### src/rtl/cpu_mem_pkg.sv
// Shared encodings for the IF/MEM unified-memory arbiter.
package cpu_mem_pkg;

  typedef enum logic [1:0] {
    IDLE = 2'd0,
    BUSY = 2'd1,
    RESP = 2'd2
  } arb_state_e;

  typedef enum logic {
    OWN_IF = 1'b0,
    OWN_D  = 1'b1
  } owner_e;

  // Word accesses must have these address bits clear.
  localparam logic [1:0] ALIGN_MASK = 2'b11;

  // Latched per-grant control: who owns the port, store flag, alignment fault.
  typedef struct packed {
    owner_e owner;
    logic   we;
    logic   err;
  } grant_t;

  function automatic logic is_misaligned(input logic [1:0] lsb);
    return (lsb & ALIGN_MASK) != 2'b00;
  endfunction

endpackage

### src/rtl/mem_arb_pick.sv
// Winner selection: data has priority unless IF has already lost STARVE_MAX
// consecutive grants while it was waiting.
module mem_arb_pick
  import cpu_mem_pkg::*;
#(
  parameter int STARVE_MAX = 3,
  parameter int CNT_W      = 2
) (
  input  logic             if_req,
  input  logic             d_req,
  input  logic [CNT_W-1:0] starve_cnt,
  output logic             grant_valid,
  output owner_e           grant_owner
);

  // Priority rule with IF anti-starvation override.
  always_comb begin
    grant_valid = if_req | d_req;
    grant_owner = OWN_IF;
    if (d_req && (!if_req || (starve_cnt < CNT_W'(STARVE_MAX))))
      grant_owner = OWN_D;
  end

endmodule

### src/rtl/mem_port_arbiter.sv
// Single-port memory arbiter between instruction fetch and data access.
// One transaction at a time: IDLE picks and latches, BUSY holds the memory
// handshake, RESP pulses the owner's ack for one cycle.
module mem_port_arbiter
  import cpu_mem_pkg::*;
#(
  parameter int ADDR_W     = 32,
  parameter int DATA_W     = 32,
  parameter int STARVE_MAX = 3
) (
  input  logic              clk,
  input  logic              reset,
  input  logic              if_req,
  input  logic [ADDR_W-1:0] if_addr,
  output logic              if_ack,
  output logic [DATA_W-1:0] if_rdata,
  output logic              if_err,
  input  logic              d_req,
  input  logic              d_we,
  input  logic [ADDR_W-1:0] d_addr,
  input  logic [DATA_W-1:0] d_wdata,
  output logic              d_ack,
  output logic [DATA_W-1:0] d_rdata,
  output logic              d_err,
  output logic              mem_req,
  output logic              mem_we,
  output logic [ADDR_W-1:0] mem_addr,
  output logic [DATA_W-1:0] mem_wdata,
  input  logic              mem_ready,
  input  logic [DATA_W-1:0] mem_rdata,
  output logic              stall_if,
  output logic              stall_mem
);

  localparam int CNT_W = (STARVE_MAX < 1) ? 1 : $clog2(STARVE_MAX + 1);

  arb_state_e        state_q, state_d;
  grant_t            grant_q, grant_d;
  logic [ADDR_W-1:0] addr_q, addr_d;
  logic [DATA_W-1:0] wdata_q, wdata_d;
  logic [DATA_W-1:0] if_rdata_q, if_rdata_d;
  logic [DATA_W-1:0] d_rdata_q, d_rdata_d;
  logic              mem_req_q, mem_req_d;
  logic [CNT_W-1:0]  starve_q, starve_d;

  logic              pick_valid;
  owner_e            pick_owner;
  logic [ADDR_W-1:0] sel_addr;
  logic              sel_err;

  mem_arb_pick #(
    .STARVE_MAX (STARVE_MAX),
    .CNT_W      (CNT_W)
  ) u_pick (
    .if_req      (if_req),
    .d_req       (d_req),
    .starve_cnt  (starve_q),
    .grant_valid (pick_valid),
    .grant_owner (pick_owner)
  );

  // Next-state: grant/latch in IDLE, wait for memory in BUSY, ack in RESP.
  always_comb begin
    state_d    = state_q;
    grant_d    = grant_q;
    addr_d     = addr_q;
    wdata_d    = wdata_q;
    if_rdata_d = if_rdata_q;
    d_rdata_d  = d_rdata_q;
    mem_req_d  = mem_req_q;
    starve_d   = starve_q;
    sel_addr   = (pick_owner == OWN_D) ? d_addr : if_addr;
    sel_err    = is_misaligned(sel_addr[1:0]);

    unique case (state_q)
      IDLE: begin
        if (pick_valid) begin
          grant_d.owner = pick_owner;
          grant_d.we    = (pick_owner == OWN_D) & d_we;
          grant_d.err   = sel_err;
          addr_d        = sel_addr;
          wdata_d       = (pick_owner == OWN_D) ? d_wdata : '0;
          if (pick_owner == OWN_IF)
            starve_d = '0;
          else if (if_req && (starve_q < CNT_W'(STARVE_MAX)))
            starve_d = starve_q + CNT_W'(1);
          // Misaligned grants skip memory entirely and report straight away.
          if (sel_err) begin
            state_d = RESP;
          end else begin
            state_d   = BUSY;
            mem_req_d = 1'b1;
          end
        end
      end
      BUSY: begin
        if (mem_ready) begin
          mem_req_d = 1'b0;
          state_d   = RESP;
          if (grant_q.owner == OWN_IF)
            if_rdata_d = mem_rdata;
          else
            d_rdata_d = grant_q.we ? '0 : mem_rdata;
        end
      end
      RESP:    state_d = IDLE;
      default: state_d = IDLE;
    endcase
  end

  // State and latch registers with synchronous reset.
  always_ff @(posedge clk) begin
    if (reset) begin
      state_q    <= IDLE;
      grant_q    <= '{owner: OWN_IF, we: 1'b0, err: 1'b0};
      addr_q     <= '0;
      wdata_q    <= '0;
      if_rdata_q <= '0;
      d_rdata_q  <= '0;
      mem_req_q  <= 1'b0;
      starve_q   <= '0;
    end else begin
      state_q    <= state_d;
      grant_q    <= grant_d;
      addr_q     <= addr_d;
      wdata_q    <= wdata_d;
      if_rdata_q <= if_rdata_d;
      d_rdata_q  <= d_rdata_d;
      mem_req_q  <= mem_req_d;
      starve_q   <= starve_d;
    end
  end

  assign if_ack    = (state_q == RESP) && (grant_q.owner == OWN_IF);
  assign d_ack     = (state_q == RESP) && (grant_q.owner == OWN_D);
  assign if_err    = if_ack & grant_q.err;
  assign d_err     = d_ack & grant_q.err;
  assign if_rdata  = if_rdata_q;
  assign d_rdata   = d_rdata_q;
  assign mem_req   = mem_req_q;
  assign mem_we    = mem_req_q & grant_q.we;
  assign mem_addr  = addr_q;
  assign mem_wdata = wdata_q;
  assign stall_if  = if_req & ~if_ack;
  assign stall_mem = d_req & ~d_ack;

endmodule

### config.mk
export PLATFORM = sky130hd
export DESIGN_NAME = mem_port_arbiter
export DESIGN_NICKNAME = d
export VERILOG_FILES = /design/src/rtl/cpu_mem_pkg.sv /design/src/rtl/mem_arb_pick.sv /design/src/rtl/mem_port_arbiter.sv
export SDC_FILE = /design/constraint.sdc
export NUM_CORES = 1
export LEC_CHECK = 0
export ABC_CLOCK_PERIOD_IN_PS = 1850
export CORE_UTILIZATION = 40
export CTS_BUF_LIST = sky130_fd_sc_hd__clkbuf_8 sky130_fd_sc_hd__clkbuf_16
export CTS_CLUSTER_SIZE = 25
export DETAILED_ROUTE_END_ITERATION = 10
export GPL_TIMING_DRIVEN = 0
export PLACE_DENSITY = 0.8
export SETUP_SLACK_MARGIN = 0.2
export SLEW_MARGIN = 20
export SYNTH_ARGS = -nofsm -noshare
export SYNTH_HDL_FRONTEND = slang
export SYNTH_SLANG_ARGS = --single-unit
### constraint.sdc
create_clock -name clk -period 1.85 [get_ports clk]
set_input_delay 0.2775 -clock clk [delete_from_list [all_inputs] [get_ports clk]]
set_output_delay 0.2775 -clock clk [all_outputs]
set_load 0.01 [all_outputs]
# After elaboration in Yosys (flattened, before gate mapping)
# Index checks and enable logic that the tools add are counted.
# W data, S select, Z words.
# classes
order_cmp	1
bitwise	10
eq_ne	6
mux	14
n_reduce_logical	15
addsub	1
# ops
cell	n
$mux W32	3
$mux W2	5
$reduce_and A3 Y1	3
$and A1 B1 Y1	6
$ne A2 B2 Y1 const B	3
$logic_and A1 B1 Y1	4
$mux W1	4
$pmux W2 S2	1
$reduce_and A2 Y1	2
$reduce_and A4 Y1	1
$reduce_bool A2 Y1	2
$not A1 Y1	3
$add A2 B1 Y2 const B	1
$eq A2 B1 Y1 const B	1
$eq A2 B2 Y1 const B	1
$logic_not A2 Y1	1
$lt A2 B2 Y1 const B	1
$ne A2 B1 Y1 const B	1
$pmux W1 S2	1
$logic_not A1 Y1	1
$logic_or A1 B1 Y1	1
$or A1 B1 Y1	1
# word_totals
output_inout_bits	136
reg_bits	136
input_bits	134

# Longest topological paths before layout
# depth
depth_word	9
mapped_depth	7
ltp_nobuf	5

# Modules after synthesis
# Synthesis repeated with hierarchy kept, for this count alone.
# unflattened
cells_unflattened	622
hier_area_um2	5401.4
# modules_own_cells
mod	n_inst	area_each_um2	cells_per_inst
mem_port_arbiter	1	5385.2	619
mem_arb_pick	1	16.3	3

# Worst setup path before layout
# OpenSTA, ideal clock, no wires.
# synth_path
path_type	flip-flop to flip-flop
from	reg starve_q[0]
to	reg addr_q[24], in the netlist mem_addr[24]
period_less_slack_ps	1520
path_stages_with_launch	7
required_ps	1705
arrival_ps	1376
slack_ps	330
setup_time_ps	145
path_cell_list	dfxtp_1 -> ha_1 -> a21boi_1 -> buf_4 -> buf_2 -> mux2i_1 -> a211oi_2
# synth_between
elab_chain_len	5
# synth_rtl
item	line_no	text
from (decl)	mem_port_arbiter.sv:44	logic [CNT_W-1:0] starve_q, starve_d;
from (signal assigned)	mem_port_arbiter.sv:130	starve_q <= starve_d;
$lt A2 B2 Y1	mem_arb_pick.sv:20	if (d_req && (!if_req || (starve_cnt < CNT_W'(STARVE_MAX))))
$logic_or A1 B1 Y1	mem_arb_pick.sv:20	
$logic_and A1 B1 Y1	mem_arb_pick.sv:20	
$mux W1	mem_arb_pick.sv:20	
$mux W32	mem_port_arbiter.sv:72	sel_addr = (pick_owner == OWN_D) ? d_addr : if_addr;
to (signal assigned)	mem_port_arbiter.sv:125	addr_q <= addr_d;
to (decl)	mem_port_arbiter.sv:39	logic [ADDR_W-1:0] addr_q, addr_d;
# No other way between the ends.
# A chain may end at the register's enable or synchronous reset.

# Final worst setup path
# layout_path
from	reg wdata_q[15], in the netlist mem_wdata[15]
to	out mem_wdata[15]
# layout_lines
item	line_no	text
from (decl)	mem_port_arbiter.sv:40	logic [DATA_W-1:0] wdata_q, wdata_d;
from (signal assigned)	mem_port_arbiter.sv:126	wdata_q <= wdata_d;
to (decl)	mem_port_arbiter.sv:28	output logic [DATA_W-1:0] mem_wdata,
# No word-level cell between the ends.

==> summary.txt <==
Worst setup path
  • CP arrival: 1.34 ns
  • CP endpoint kind: output port
  • Crit path kind: reg -> out
  • Max stage delay on crit path: 0.55 ns
  • Crit start category: flip-flop
  • Worst Path Required: 1.57 ns
  • Worst path top cell family by delay: buffers and inverters
  • CP max stage cell: clkdlybuf4s50_1
  • Cell chain of the critical path: clkdlybuf4s50_1
  • Worst Path Buf+Inv: 1
  • CP max FO: 2

STA
  • Setup violators final: 0
  • Final min period: 1.62 ns
  • Worst Slack Setup Final: 0.233 ns
  • Final hold vios: 0
  • Achievable frequency: 0.618 GHz
  • Tcrit/Tclk final: 87.4%
  • Fin Hold WS: 0.294 ns
  • Clk_skew: 0.00635 ns
  • Least-Margin Pin Slew: 0.802 ns
  • Max Transition Viols Final: 0
  • Final setup TNS: 0 ns
  • RSZ-0062 raised after global routing: true
  • Max transition margin: 46.5%

Layout
  • Area growth syn-to-layout: 68.9%
  • Layout net count: 1,015
  • Layout cell share with drive strength beyond 1: 14.1%
  • Design area: 0.00907 mm²
  • # diodes: 0
  • Final Core Density: 70.4%
  • Layout Cells excl Fill: 1,064

GRT
  • Total gr overflow: 0
  • Largest net degree at the start of global routing: 17
  • GR Util All Layers: 25.7%
  • Vias in the first global route: 5,626
  • Initial antenna violation count: 0
  • First-pass GRT wire length: 28.1 mm

Placement
  • Gp weighted congestion: 0.866
  • Place WS: -0.285 ns
  • Area after DPL: 0.00827 mm²
  • Inst Count DP: 1,026
  • Placed wire-length estimate: 13.4 mm
  • Number of port buffers: 268

Synth
  • Synth unique cells: 30
  • Dominant synthesized flop cell: dfxtp_1
  • Top-count cell post-synth: dfxtp_1
  • Mean Syn Cell Area: 9.16 µm²
  • Post-synth EDFFs: 0
  • Post-Syn Area: 0.00537 mm²
  • #FFs+latches synth: 136
  • Synthesized instance count: 586
  • Most frequent cells after synthesis: 136 x dfxtp_1, 101 x nand2_1, 73 x nor2_1
  • Syn nets: 721
  • Syn. warnings: 0
  • Top-area cell type share of the netlist area: 50.7%
  • Largest area contributor in the netlist: dfxtp_1
  • Post-synth ARST share: 0%
  • Area contributors post-synth: dfxtp_1 51%, nand2_1 7.1%, a211oi_2 7.0%
  • Seq/Total Area, Yosys: 50.7%

Worst hold path
  • Worst Hold Class: in -> reg

Pwr
  • Leak: 3.39 nW
  • NetSw: 2.04 mW
  • Combinational share of power: 18.2%
  • P_int: 6.24 mW
  • Share of power burned in the clock network: 43.0%
  • Peak VDD IR: 0.515 mV
  • Seq pwr share: 38.8%
  • Pwr/cell area: 913 mW/mm²
  • Sw Share: 24.6%
  • Total power: 8.28 mW

Floorplan
  • Die width: 118 µm
  • Initial core utilization: 41.7%
  • I/O pin count: 270
  • Die H: 118 µm
  • Die area: 0.0139 mm²
  • Core footprint: 0.0129 mm²
  • Rows: 41

Routing
  • Initial DRT Pass Iterations: 4
  • Antenna-violating nets left: 0
  • WL final: 17.9 mm
  • Via total after detailed routing: 5,448
  • Post-route DRC: 0
  • Starting DRC count in detailed routing: 388
  • Wirelength per Cell: 16.8 µm
  • Via density: 5.12

CTS
  • Clock latency on the worst-skew pair: 0.42 ns
  • CTS tree: done
  • CTS root buffer: clkbuf_16
  • Clk sinks: 136
  • CTS clk-pin slew, worst paths: 0.06 ns
  • CTS Buf Count: 17
  • Clock Path Buffers: 2
  • CTS H-tree depth: 4
  • Hold Buf Count CTS: 0

Run status
  • Status: complete, no violations

Run
  • Max-Cap Viols: 0
==> registers in the layout, summed over array words and instances (netlist names) <==
signal     flops
mem_addr      32
state_q        2
mem_wdata     32
starve_q       2
mem_req        1
d_rdata       32
if_rdata      32
grant_q        3
==> power groups by stage <==
stage          sequential, mW  combinational (mW)  clock, mW
4_1_cts                  3.21                1.49       3.60
6_report                 3.21                1.50       3.56
3_5_place_dp             3.27                1.45          0
3_3_place_gp             3.26                1.41          0
5_1_grt                  3.23                1.61       3.75
2_1_floorplan            3.33               0.583          0
==> placed cells by master, fill, tap and decap left out, types with 4 or more instances in the layout <==
cell type / n
clkbuf_16: 17
buf_2: 16
and2_1: 5
nand2_1: 100
clkdlybuf4s50_1: 258
nor2_1: 71
dfxtp_1: 132
mux2i_1: 30
clkbuf_1: 16
buf_6: 6
a22oi_1: 32
clkbuf_2: 7
clkbuf_8: 5
buf_4: 14
bufinv_16: 4
a21oi_1: 68
nand3b_1: 33
dfxtp_4: 4
a211oi_2: 30
==> what timing repair did <==
| item | 4_1_cts | 5_1_grt |
|---|---|---|
| pin swaps | 0 | 1 |
| setup endpoints to repair | 59 | 121 |
| buffers inserted | 7 | 0 |
| gates resized for setup | 45 | 38 |
==> per-layer routing <==
metal  share of wire (%)  up-vias  wire length (µm)  GRT usage (%)
met1                  37     2582              6670           28.0
li1                    -     2601                 -              -
met2                  52      234              9310           46.5
met4                 1.9        0               348           10.2
met5                   0        -                 0              0
met3                 8.6       31              1530           7.51
==> kinds of logic (layout without fill, tap and decap cells) <==
family | after synthesis | in the layout | synth area share (%)
simple gates | 227 | 227 | 19.3
compound gates | 139 | 139 | 19.0
flops | 136 | 136 | 50.7
buf+inv | 50 | 356 | 4.54
mux | 33 | 33 | 6.15
fa+ha+maj | 1 | 1 | 0.233
==> final cells by class <==
class                   count  area [µm²]
plain buffers              50         307
clock buffers              19         453
repair buffers            275        2710
flip-flops and latches    136        2740
clock inverters            12         175
fillers                   984        3810
multi-input cells         400        2460
well taps                 172         215
==> worst paths after layout <==
kind	slack, ns	cells after the start	startpoint	end
setup / recovery	0.23	1	mem_wdata[15]	mem_wdata[15]
hold reg to reg	0.45	2	d_rdata[12]	d_rdata[12]
setup reg to reg	0.26	6	starve_q[0]	mem_addr[21]
hold / removal	0.29	3	if_req	starve_q[1]
Power figures use the tool's default switching activity.
